File: src/rtl/riscv_uart_pkg.sv
// Shared definitions for riscv_uart: register offsets, STATUS bit positions,
// TX/RX state encodings and the baud divisor floor.
package riscv_uart_pkg;

    typedef enum logic [11:0] {
        REG_STATUS = 12'h000,
        REG_TXDATA = 12'h004,
        REG_RXDATA = 12'h008,
        REG_DIV    = 12'h00C
    } reg_off_e;

    localparam int ST_TX_NOT_FULL  = 0;
    localparam int ST_RX_NOT_EMPTY = 1;
    localparam int ST_RX_OVERRUN   = 2;
    localparam int ST_RX_FRAME_ERR = 3;
    localparam int ST_TX_BUSY      = 4;

    localparam logic [15:0] DIV_MIN = 16'd4;

    typedef logic [1:0] tx_state_t;
    localparam tx_state_t TX_IDLE  = 2'd0;
    localparam tx_state_t TX_START = 2'd1;
    localparam tx_state_t TX_DATA  = 2'd2;
    localparam tx_state_t TX_STOP  = 2'd3;

    typedef logic [1:0] rx_state_t;
    localparam rx_state_t RX_IDLE  = 2'd0;
    localparam rx_state_t RX_START = 2'd1;
    localparam rx_state_t RX_DATA  = 2'd2;
    localparam rx_state_t RX_STOP  = 2'd3;

    function automatic logic [15:0] clamp_div(input logic [15:0] d);
        return (d < DIV_MIN) ? DIV_MIN : d;
    endfunction

endpackage

File: src/rtl/riscv_uart_fifo.sv
// Synchronous FIFO with count-based full/empty; head data is always visible.
module riscv_uart_fifo
#(
    parameter int WIDTH = 8,
    parameter int DEPTH = 8
)
(
    input  logic             clk,
    input  logic             rstn,
    input  logic             push,
    input  logic             pop,
    input  logic [WIDTH-1:0] wdata,
    output logic [WIDTH-1:0] rdata,
    output logic             full,
    output logic             empty
);
    localparam int AW = $clog2(DEPTH);
    localparam logic [AW:0] FULL_CNT = (AW+1)'(DEPTH);

    logic [WIDTH-1:0] mem [DEPTH];
    logic [AW-1:0]    wr_ptr;
    logic [AW-1:0]    rd_ptr;
    logic [AW:0]      count;
    logic             do_push;
    logic             do_pop;

    assign full    = (count == FULL_CNT);
    assign empty   = (count == '0);
    assign do_pop  = pop && !empty;
    // A pop in the same cycle frees the slot, so a full FIFO can still accept.
    assign do_push = push && (!full || do_pop);
    assign rdata   = mem[rd_ptr];

    always_ff @(posedge clk or negedge rstn) begin
        if (!rstn) begin
            wr_ptr <= '0;
            rd_ptr <= '0;
            count  <= '0;
        end else begin
            if (do_push) wr_ptr <= wr_ptr + 1'b1;
            if (do_pop)  rd_ptr <= rd_ptr + 1'b1;
            case ({do_push, do_pop})
                2'b10:   count <= count + 1'b1;
                2'b01:   count <= count - 1'b1;
                default: count <= count;
            endcase
        end
    end

    always_ff @(posedge clk) begin
        if (do_push) mem[wr_ptr] <= wdata;
    end

endmodule

File: src/rtl/riscv_uart.sv
// APB-style UART with TX/RX FIFOs and a programmable bit divisor.
// Receiver present only when RISCV_UART_RX_EN is defined.
//   state    | meaning
//   TX_IDLE  | line high, waiting for TX FIFO data
//   TX_START | driving start bit
//   TX_DATA  | shifting 8 data bits LSB first
//   TX_STOP  | driving stop bit; reloads directly if FIFO has more data
//   RX_IDLE  | waiting for synced falling edge
//   RX_START | waiting to mid start bit, rejects glitches
//   RX_DATA  | sampling data bits at bit centre
//   RX_STOP  | sampling stop bit, push or flag error
module riscv_uart
    import riscv_uart_pkg::*;
#(
    parameter int XLEN       = 32,
    parameter int FIFO_DEPTH = 8,
    parameter int DIV_RESET  = 868
)
(
    input  logic            clk,
    input  logic            rstn,
    input  logic            sel,
    input  logic            enable,
    input  logic            write,
    input  logic [XLEN-1:0] addr,
    input  logic [XLEN-1:0] wdata,
    output logic [XLEN-1:0] rdata,
    output logic            txd,
    input  logic            rxd
);
    logic [11:0] reg_addr;
    logic        acc_wr;
    logic        acc_rd;
    logic [15:0] div_q;
    logic        unused_bits;

    assign reg_addr    = addr[11:0];
    assign acc_wr      = sel && enable && write;
    assign acc_rd      = sel && enable && !write;
    assign unused_bits = ^{addr[XLEN-1:12], wdata[XLEN-1:16]};

    always_ff @(posedge clk or negedge rstn) begin
        if (!rstn)
            div_q <= 16'(DIV_RESET);
        else if (acc_wr && reg_addr == REG_DIV)
            div_q <= clamp_div(wdata[15:0]);
    end

    // ---------------- transmitter ----------------
    logic       txf_full, txf_empty, tx_load;
    logic [7:0] txf_rdata;
    tx_state_t  tx_state;
    logic [15:0] tx_div, tx_cnt;
    logic [2:0] tx_bit;
    logic [7:0] tx_shift;
    logic       txd_q;
    logic       tx_busy;

    riscv_uart_fifo #(.WIDTH(8), .DEPTH(FIFO_DEPTH)) u_tx_fifo (
        .clk   (clk),
        .rstn  (rstn),
        .push  (acc_wr && reg_addr == REG_TXDATA),
        .pop   (tx_load),
        .wdata (wdata[7:0]),
        .rdata (txf_rdata),
        .full  (txf_full),
        .empty (txf_empty)
    );

    assign tx_load = !txf_empty &&
                     ((tx_state == TX_IDLE) || (tx_state == TX_STOP && tx_cnt == '0));
    assign tx_busy = (tx_state != TX_IDLE) || !txf_empty;
    assign txd     = txd_q;

    // txd is registered from the state, so the line lags the FSM by one cycle.
    always_ff @(posedge clk or negedge rstn) begin
        if (!rstn) begin
            tx_state <= TX_IDLE;
            tx_div   <= '0;
            tx_cnt   <= '0;
            tx_bit   <= '0;
            tx_shift <= '0;
            txd_q    <= 1'b1;
        end else begin
            txd_q <= (tx_state == TX_START) ? 1'b0 :
                     (tx_state == TX_DATA)  ? tx_shift[0] : 1'b1;
            if (tx_load) begin
                tx_state <= TX_START;
                tx_shift <= txf_rdata;
                tx_div   <= div_q;
                tx_cnt   <= div_q - 16'd1;
            end else begin
                case (tx_state)
                    TX_START: begin
                        if (tx_cnt == '0) begin
                            tx_state <= TX_DATA;
                            tx_cnt   <= tx_div - 16'd1;
                            tx_bit   <= 3'd7;
                        end else begin
                            tx_cnt <= tx_cnt - 16'd1;
                        end
                    end
                    TX_DATA: begin
                        if (tx_cnt == '0) begin
                            tx_shift <= tx_shift >> 1;
                            tx_cnt   <= tx_div - 16'd1;
                            if (tx_bit == '0) tx_state <= TX_STOP;
                            else              tx_bit   <= tx_bit - 3'd1;
                        end else begin
                            tx_cnt <= tx_cnt - 16'd1;
                        end
                    end
                    TX_STOP: begin
                        if (tx_cnt == '0) tx_state <= TX_IDLE;
                        else              tx_cnt   <= tx_cnt - 16'd1;
                    end
                    default: tx_state <= TX_IDLE;
                endcase
            end
        end
    end

    // ---------------- receiver ----------------
    logic       rx_not_empty;
    logic       rx_overrun;
    logic       rx_frame_err;
    logic [7:0] rx_head;

`ifdef RISCV_UART_RX_EN
    logic        rx_s1, rx_s2, rx_prev;
    rx_state_t   rx_state;
    logic [15:0] rx_div, rx_cnt;
    logic [2:0]  rx_bit;
    logic [7:0]  rx_shift;
    logic        rx_stop_now, rx_push, ovr_set, ferr_set;
    logic        rxf_full, rxf_empty;
    logic [7:0]  rxf_rdata;

    assign rx_stop_now  = (rx_state == RX_STOP) && (rx_cnt == '0);
    assign rx_push      = rx_stop_now && rx_s2 && !rxf_full;
    assign ovr_set      = rx_stop_now && rx_s2 && rxf_full;
    assign ferr_set     = rx_stop_now && !rx_s2;
    assign rx_not_empty = !rxf_empty;
    assign rx_head      = rxf_empty ? 8'h00 : rxf_rdata;

    riscv_uart_fifo #(.WIDTH(8), .DEPTH(FIFO_DEPTH)) u_rx_fifo (
        .clk   (clk),
        .rstn  (rstn),
        .push  (rx_push),
        .pop   (acc_rd && reg_addr == REG_RXDATA),
        .wdata (rx_shift),
        .rdata (rxf_rdata),
        .full  (rxf_full),
        .empty (rxf_empty)
    );

    always_ff @(posedge clk or negedge rstn) begin
        if (!rstn) begin
            rx_s1   <= 1'b1;
            rx_s2   <= 1'b1;
            rx_prev <= 1'b1;
        end else begin
            rx_s1   <= rxd;
            rx_s2   <= rx_s1;
            rx_prev <= rx_s2;
        end
    end

    always_ff @(posedge clk or negedge rstn) begin
        if (!rstn) begin
            rx_state <= RX_IDLE;
            rx_div   <= '0;
            rx_cnt   <= '0;
            rx_bit   <= '0;
            rx_shift <= '0;
        end else begin
            case (rx_state)
                RX_IDLE: begin
                    if (rx_prev && !rx_s2) begin
                        rx_state <= RX_START;
                        rx_div   <= div_q;
                        rx_cnt   <= (div_q >> 1) - 16'd1;
                    end
                end
                RX_START: begin
                    if (rx_cnt == '0) begin
                        if (rx_s2) begin
                            rx_state <= RX_IDLE;
                        end else begin
                            rx_state <= RX_DATA;
                            rx_cnt   <= rx_div - 16'd1;
                            rx_bit   <= 3'd7;
                        end
                    end else begin
                        rx_cnt <= rx_cnt - 16'd1;
                    end
                end
                RX_DATA: begin
                    if (rx_cnt == '0) begin
                        rx_shift <= {rx_s2, rx_shift[7:1]};
                        rx_cnt   <= rx_div - 16'd1;
                        if (rx_bit == '0) rx_state <= RX_STOP;
                        else              rx_bit   <= rx_bit - 3'd1;
                    end else begin
                        rx_cnt <= rx_cnt - 16'd1;
                    end
                end
                default: begin
                    if (rx_cnt == '0) rx_state <= RX_IDLE;
                    else              rx_cnt   <= rx_cnt - 16'd1;
                end
            endcase
        end
    end

    // A new event in the same cycle as a W1C keeps the bit set.
    always_ff @(posedge clk or negedge rstn) begin
        if (!rstn) begin
            rx_overrun   <= 1'b0;
            rx_frame_err <= 1'b0;
        end else begin
            if (ovr_set)
                rx_overrun <= 1'b1;
            else if (acc_wr && reg_addr == REG_STATUS && wdata[ST_RX_OVERRUN])
                rx_overrun <= 1'b0;
            if (ferr_set)
                rx_frame_err <= 1'b1;
            else if (acc_wr && reg_addr == REG_STATUS && wdata[ST_RX_FRAME_ERR])
                rx_frame_err <= 1'b0;
        end
    end
`else
    logic unused_rxd;
    assign unused_rxd   = rxd;
    assign rx_not_empty = 1'b0;
    assign rx_overrun   = 1'b0;
    assign rx_frame_err = 1'b0;
    assign rx_head      = 8'h00;
`endif

    always_comb begin
        rdata = '0;
        case (reg_addr)
            REG_STATUS: begin
                rdata[ST_TX_NOT_FULL]  = !txf_full;
                rdata[ST_RX_NOT_EMPTY] = rx_not_empty;
                rdata[ST_RX_OVERRUN]   = rx_overrun;
                rdata[ST_RX_FRAME_ERR] = rx_frame_err;
                rdata[ST_TX_BUSY]      = tx_busy;
            end
            REG_RXDATA: rdata[7:0]  = rx_head;
            REG_DIV:    rdata[15:0] = div_q;
            default:    rdata = '0;
        endcase
    end

endmodule

File: config.mk
export PLATFORM = sky130hd
export DESIGN_NAME = riscv_uart
export DESIGN_NICKNAME = d
export VERILOG_FILES = /design/src/rtl/riscv_uart_pkg.sv /design/src/rtl/riscv_uart_fifo.sv /design/src/rtl/riscv_uart.sv
export SDC_FILE = /design/constraint.sdc
export NUM_CORES = 1
export LEC_CHECK = 0
export BUFFER_PORTS_ARGS = -buffer_cell sky130_fd_sc_hd__buf_2
export CAP_MARGIN = 20
export CORE_MARGIN = 2
export CORE_UTILIZATION = 59
export CTS_BUF_LIST = sky130_fd_sc_hd__clkbuf_8
export CTS_CLUSTER_SIZE = 20
export DETAILED_ROUTE_END_ITERATION = 10
export PLACE_DENSITY = 0.82
export SYNTH_ARGS = -nofsm -noshare
export SYNTH_HDL_FRONTEND = slang
export SYNTH_SLANG_ARGS = --single-unit
File: constraint.sdc
create_clock -name clk -period 4.24 [get_ports clk]
set_input_delay 0.848 -clock clk [delete_from_list [all_inputs] [get_ports clk]]
set_output_delay 0.848 -clock clk [all_outputs]
set_load 0.005 [all_outputs]
==> run summary, run 1 <==
DIE WIDTH: 113 um
Final-report max-slew violation count: 0
Slew HR: 0.378
TritonCTS clock tree: done
CTS Buf Count: 17
Hpwl dp: 10400 um
Synth-to-layout area growth: 10.3%
Leak Pwr: 0.00325 uW
DR DRC count: 0
Power Internal: 2750 uW
Worst-path clk slew: 0.09 ns
Crit Reg-Reg Endpoint: u_tx_fifo.count[3]
Final Instance Area: 7790 sq um
Critical Path RT: 4.57 ns
CP Class: flop to flop
Vias in the first global route: 4965
Core region area: 11600 sq um
Least-Margin Pin Slew: 0.933 ns
Clk_skew: 0.0158 ns
CTS Buffer Depth: 2
Nets: 754
Delay of the slowest critical-path stage: 0.47 ns
RePlAce Congestion: 0.876
#FFs+latches synth: 136
Dominant synthesized flop cell: dfrtp_1
Max Cap Viol: 0
Setup bufs post-CTS: 0
Antenna violations before repair: 0
Sw Share: 0.399
Clock share of power: 0.236
Minimum clock period: 3.53 ns
Starting Density: 0.610
1st-pass router iterations: 5
FF-to-FF path depth: 14
Final setup margin: 0.710 ns
Sequential power share: 0.389
Status: completed
Sequential Area: 3730 sq um
Routed wire per std cell: 18.7 um
Post-CTS Hold Fix Bufs: 0
Post_cts resized: 0
Routed wire length: 15400 um
Worst setup EP type: flop
Most frequent cells in the layout: nand2_1 (82), dfrtp_1 (66), edfxtp_1 (64)
Sequential share of the synthesized area: 0.529
Htree depth: 4
PwrDens: 587 nW/um^2
Die Y: 113 um
Final Setup Violations: 0
Worst slack, placed: 0.778 ns
Via density: 6.16
I/O Buffers: 49
Rows: 39
# fillers: 799
Largest net degree at the start of global routing: 73
Hold Crit Class: flop to flop
Area of the multi-input gates: 3040 sq um
Post-synthesis cell count: 617
Gr ovfl total: 0
Die ar.: 12900 sq um
Asr flop ratio synth: 0.529
CTS Sinks: 136
GR Util All Layers: 0.254
Synth Area per Inst: 11.4 sq um
Fin crit share: 0.833
Slowest CP cell: and4_1
Via count: 5072
Sw Pwr: 1820 uW
Critical path startpoint category: flop
Combinational Power Share: 0.375
Final setup TNS: 0 ns
Share of post-route cells with drive strength above 1: 0.220
Placed Area: 7340 sq um
R2R Setup Slk: 0.71 ns
Worst r2r src: tx_cnt[0]
Count of different cell masters after synthesis: 66
First-pass GRT wire length: 25100 um
CTS root buffer: clkbuf_8
Maximum vdd ir drop: 0.383 mV
Most common cell after layout, fill and taps aside: nand2_1
Cell repeated most along the worst path: ha_1
Unrepaired setup endpoints after global routing: no
Hold Startpoint: tx_shift[0]
Initial drt markers: 469
Critical path arrival: 3.86 ns
Hold Fails Final Rpt: 0
Fmax: 0.283 GHz
Cell area after synthesis: 7060 sq um
Clk_lat worst skew: 0.45 ns
Worst Hold Path Cells: 2
Synthesis Warnings: 0
Post-synth EDFFs: 64
CP cell instances: inv_1 > ha_1 > nor4b_2 > and4_1 > a211oi_1 > nor4_4 > inv_1 > ha_1 > ha_1 > a21o_1 > a21oi_1 > xnor2_1 > nor2_1 > xor2_1
Detail Route Antenna Nets: 0
WHS Endpoint: txd
Critical-path maximum fanout: 8
Number of antenna diodes: 0
I/O pin cnt: 103
-- layout make-up --
class | instances | area share
clock buffers | 17 | 0.0300
clock inverters | 15 | 0.0228
inverters | 18 | 0.00868
multi-input cells | 434 | 0.391
flip-flops and latches | 136 | 0.479
well taps | 143 | 0.0230
repair buffers | 61 | 0.0453
-- power groups by stage --
stage | clock (uW) | combinational, uW | sequential [uW]
2_1_floorplan | 0 | 1370 | 1690
3_3_place_gp | 0 | 1520 | 1820
3_5_place_dp | 0 | 1590 | 1830
4_1_cts | 1090 | 1620 | 1810
5_1_grt | 1140 | 1890 | 1800
6_report | 1080 | 1710 | 1780
-- layer usage --
layer	wire length (um)	global-route usage	vias to the layer above
li1	-	-	2313
met4	285	0.101	0
met5	0	0	-
met1	6430	0.340	2463
met2	7380	0.396	262
met3	1340	0.0723	34
-- metrics by stage --
stage           util  hold WS, ns  std cells  power [uW]
6_report       0.673        0.491        824        4570
5_1_grt        0.673        0.515        824        4830
4_1_cts        0.670        0.496        822        4520
3_5_place_dp   0.635        0.477        790        3420
3_3_place_gp   0.635        0.462        790        3330
2_1_floorplan      -        0.450        632        3060
-- critical path: cells and delay by family (launching register included) --
family | cells | cell delay [ns]
XOR/XNOR | 2 | 0.29
adder cells (fa/ha/maj) | 3 | 0.67
AND/OR/NAND/NOR | 4 | 1.23
buffers and inverters | 2 | 0.19
flip-flops | 1 | 0.44
AO/OA/AOI/OAI | 3 | 0.60
-- worst max-delay path by stage --
stage / cells after the start / to / slack, ns / from
after floorplan: 11 / u_tx_fifo.count[3] / 1.14 / addr[7]
after global placement: 14 / u_tx_fifo.count[3] / 0.87 / tx_cnt[0]
after detailed placement: 12 / u_tx_fifo.count[3] / 0.78 / addr[1]
after CTS: 14 / u_tx_fifo.count[3] / 0.75 / tx_cnt[0]
after global routing: 14 / u_tx_fifo.count[3] / 0.52 / tx_cnt[0]
final: 14 / u_tx_fifo.count[3] / 0.71 / tx_cnt[0]
-- registers in the layout, indices dropped and copies added (netlist names) --
signal,flops
tx_bit,3
u_tx_fifo.rd_ptr,3
tx_shift,8
tx_div,16
div_q,16
u_tx_fifo.count,4
u_tx_fifo.wr_ptr,3
u_tx_fifo.mem,64
tx_cnt,16
tx_state,2
txd,1
-- cells in the mapped netlist (3+ instances only) --
cell / instances / share of area
mux4_2: 16 / 0.051
mux2i_1: 10 / 0.014
o211ai_1: 4 / 0.0043
mux2_2: 13 / 0.021
and2_1: 15 / 0.013
xor2_1: 13 / 0.016
or4_1: 5 / 0.0053
buf_2: 12 / 0.0085
a21oi_1: 23 / 0.016
a22oi_1: 3 / 0.0032
a2bb2oi_1: 3 / 0.0037
inv_1: 17 / 0.0090
nand2_1: 82 / 0.044
dfstp_2: 6 / 0.022
o21ai_1: 3 / 0.0021
nor2_1: 46 / 0.024
edfxtp_1: 64 / 0.27
buf_4: 20 / 0.021
a31oi_1: 3 / 0.0027
or3_1: 4 / 0.0035
a211oi_1: 7 / 0.0074
nand3_1: 13 / 0.0092
buf_1: 3 / 0.0016
dfrtp_1: 66 / 0.23
a221o_1: 6 / 0.0085
o31ai_1: 4 / 0.0043
nand2b_1: 5 / 0.0044
o21ai_0: 25 / 0.018
nor3_1: 12 / 0.0085
nor3_2: 3 / 0.0043
nor4_1: 13 / 0.012
xnor2_1: 25 / 0.031
ha_1: 15 / 0.027
nor3b_1: 6 / 0.0064
nand4_1: 5 / 0.0044
clkbuf_1: 7 / 0.0037
-- kinds of logic (layout without fill, tap and decap cells) --
family | count (synthesis) | count (layout) | synth area share
buffers and inverters | 62 | 111 | 0.0479
AND/OR/NAND/NOR | 228 | 228 | 0.169
AO/OA/AOI/OAI | 96 | 96 | 0.0897
other | 1 | 16 | 0.000531
adder cells (fa/ha/maj) | 16 | 16 | 0.0294
flip-flops | 136 | 136 | 0.529
XOR/XNOR | 38 | 38 | 0.0472
multiplexers | 40 | 40 | 0.0876
No activity file was read; power rests on OpenSTA's default activity.
==> run 2: changes to the inputs <==
--- a/config.mk
+++ b/config.mk
@@ -8,11 +8,11 @@
 export BUFFER_PORTS_ARGS = -buffer_cell sky130_fd_sc_hd__buf_2
 export CAP_MARGIN = 20
 export CORE_MARGIN = 2
-export CORE_UTILIZATION = 59
+export CORE_UTILIZATION = 54
 export CTS_BUF_LIST = sky130_fd_sc_hd__clkbuf_8
 export CTS_CLUSTER_SIZE = 20
 export DETAILED_ROUTE_END_ITERATION = 10
-export PLACE_DENSITY = 0.82
+export PLACE_DENSITY = 0.79
 export SYNTH_ARGS = -nofsm -noshare
 export SYNTH_HDL_FRONTEND = slang
 export SYNTH_SLANG_ARGS = --single-unit
==> constraint.sdc (replaced) <==
create_clock -name clk -period 2.95 [get_ports clk]
set_input_delay 0.59 -clock clk [delete_from_list [all_inputs] [get_ports clk]]
set_output_delay 0.59 -clock clk [all_outputs]
set_load 0.005 [all_outputs]
==> run 2 against run 1 <==
Net effect:
- critical path type unchanged
- hold slack worse by 0.37 ns
- power increased by 48%
- register-to-register slack lost 0.63 ns
- final area increased by 2.4%
- utilization shrank 4.4 points
==> run summary, run 2 (synthesis gave the netlist of run 1 again) <==
Status: completed (unchanged)
First-pass GRT wire length: 26100 um (was 25100 um)
Final Instance Area: 7970 sq um (was 7790 sq um)
Slew HR: 0.452 (was 0.378)
Clk_skew: 0.0169 ns (was 0.0158 ns)
Starting Density: 0.557 (was 0.610)
Gr ovfl total: 0 (unchanged)
Htree depth: 4 (unchanged)
Leak Pwr: 0.00333 uW (was 0.00325 uW)
DIE WIDTH: 118 um (was 113 um)
Hpwl dp: 11000 um (was 10400 um)
Via count: 5159 (was 5072)
DR DRC count: 0 (unchanged)
Final Setup Violations: 0 (unchanged)
GR Util All Layers: 0.238 (was 0.254)
Least-Margin Pin Slew: 0.819 ns (was 0.933 ns)
1st-pass router iterations: 6 (was 5)
Detail Route Antenna Nets: 0 (unchanged)
Most common cell after layout, fill and taps aside: nand2_1 (unchanged)
Top reg by flops: u_tx_fifo.mem (unchanged)
Rows: 41 (was 39)
Critical path arrival: 3.20 ns (was 3.86 ns)
Die ar.: 14000 sq um (was 12900 sq um)
CP Class: flop to flop (unchanged)
Most frequent cells in the layout: nand2_1 (82), dfrtp_1 (66), edfxtp_1 (64) (unchanged)
Critical-path maximum fanout: 5 (was 8)
Synth-to-layout area growth: 13.0% (was 10.3%)
Core region area: 12700 sq um (was 11600 sq um)
Minimum clock period: 2.87 ns (was 3.53 ns)
Via density: 5.93 (was 6.16)
Final setup TNS: 0 ns (unchanged)
Final setup margin: 0.0782 ns (was 0.710 ns)
Critical path startpoint category: flop (unchanged)
Unrepaired setup endpoints after global routing: yes (was no)
Antenna violations before repair: 0 (unchanged)
I/O pin cnt: 103 (unchanged)
CTS Buffer Depth: 2 (unchanged)
Worst-path clk slew: 0.10 ns (was 0.09 ns)
Post-CTS Hold Fix Bufs: 0 (unchanged)
Clk_lat worst skew: 0.45 ns (about the same)
Die Y: 118 um (was 113 um)
Fmax: 0.348 GHz (was 0.283 GHz)
RePlAce Congestion: 0.873 (was 0.876)
Hold Fails Final Rpt: 0 (unchanged)
CTS root buffer: clkbuf_8 (unchanged)
I/O Buffers: 49 (unchanged)
CTS Buf Count: 17 (unchanged)
Nets: 771 (was 754)
CTS Sinks: 136 (unchanged)
Worst slack, placed: 0.00724 ns (was 0.778 ns)
TritonCTS clock tree: done (unchanged)
Max Cap Viol: 0 (unchanged)
Hold Crit Class: input port to async pin (was flop to flop)
Number of antenna diodes: 0 (unchanged)
Routed wire per std cell: 18.2 um (was 18.7 um)
Maximum vdd ir drop: 0.545 mV (was 0.383 mV)
Initial drt markers: 475 (was 469)
Routed wire length: 15900 um (was 15400 um)
Placed Area: 7510 sq um (was 7340 sq um)
Fin crit share: 0.973 (was 0.833)
Share of post-route cells with drive strength above 1: 0.244 (was 0.220)
Final Power: 6750 uW (was 4570 uW)
Critical Path RT: 3.28 ns (was 4.57 ns)
Largest net degree at the start of global routing: 50 (was 73)
Vias in the first global route: 5153 (was 4965)
Worst setup EP type: flop (unchanged)
PwrDens: 847 nW/um^2 (was 587 nW/um^2)
Largest register FFs: 64 (unchanged)
Final-report max-slew violation count: 0 (unchanged)
==> run 2: cell type report <==
type / instances / area, sq um
Multi-Input combinational cell: 434 / 3070
Tap cell: 172 / 215
Fill cell: 953 / 4700
Clock buffer: 17 / 234
Inverter: 18 / 67.6
Clock inverter: 15 / 188
Timing Repair Buffer: 78 / 463
Sequential cell: 136 / 3730
==> run 2: what timing repair did <==
| action | in CTS | in global routing |
|---|---|---|
| gates resized for setup | 0 | 5 |
| gates cloned | 0 | 0 |
| setup buffers | 2 | 0 |
| pin swaps | 1 | 0 |
| setup endpoints to repair | 1 | 25 |
==> run 2: final timing paths <==
| check | from | end | slack (ns) | cells past startpoint |
|---|---|---|---|---|
| worst max register to register | u_tx_fifo.count[1] | u_tx_fifo.count[3] | 0.08 | 11 |
| min in group clk | wdata[15] | div_q[15] | 0.39 | 2 |
| worst min register to register | tx_shift[0] | tx_shift[0] | 0.49 | 2 |
| max in group asynchronous | rstn | div_q[2] | 2.03 | 2 |
| worst min-delay path | rstn | tx_cnt[12] | 0.12 | 1 |
| worst max-delay path | u_tx_fifo.count[1] | u_tx_fifo.count[3] | 0.08 | 11 |
==> run 2: layer usage <==
layer	track usage	share of wire	vias to the layer above
met5	0	0	-
met4	0.0783	0.012	0
met2	0.378	0.49	237
met1	0.322	0.42	2555
li1	-	-	2349
met3	0.0584	0.084	18
==> run 2: stage by stage <==
step / utilization / instances / hold WS, ns
4_1_cts: 0.627 / 870 / 0.119
6_report: 0.629 / 870 / 0.120
2_1_floorplan: - / 632 / 0.294
5_1_grt: 0.629 / 870 / 0.135
3_3_place_gp: 0.592 / 836 / 0.463
3_5_place_dp: 0.592 / 836 / 0.471
==> run 2: power breakdown <==
group	switching, uW	internal (uW)	leakage (uW)	total, uW
Sequential	308	2220	0.00149	2530
Clock	822	789	0.000204	1610
Combinational	1520	1090	0.00163	2610
==> run 2: worst max-delay path, cell delays in order (launching register included) <==
cell and delay [ns]:
dfrtp_1 0.44, or4_1 0.67, and4_4 0.24, a21oi_4 0.15, inv_2 0.08, ha_2 0.21
ha_1 0.28, a21o_1 0.19, a21oi_2 0.15, xnor2_1 0.13, nor2_1 0.08, xor2_1 0.14
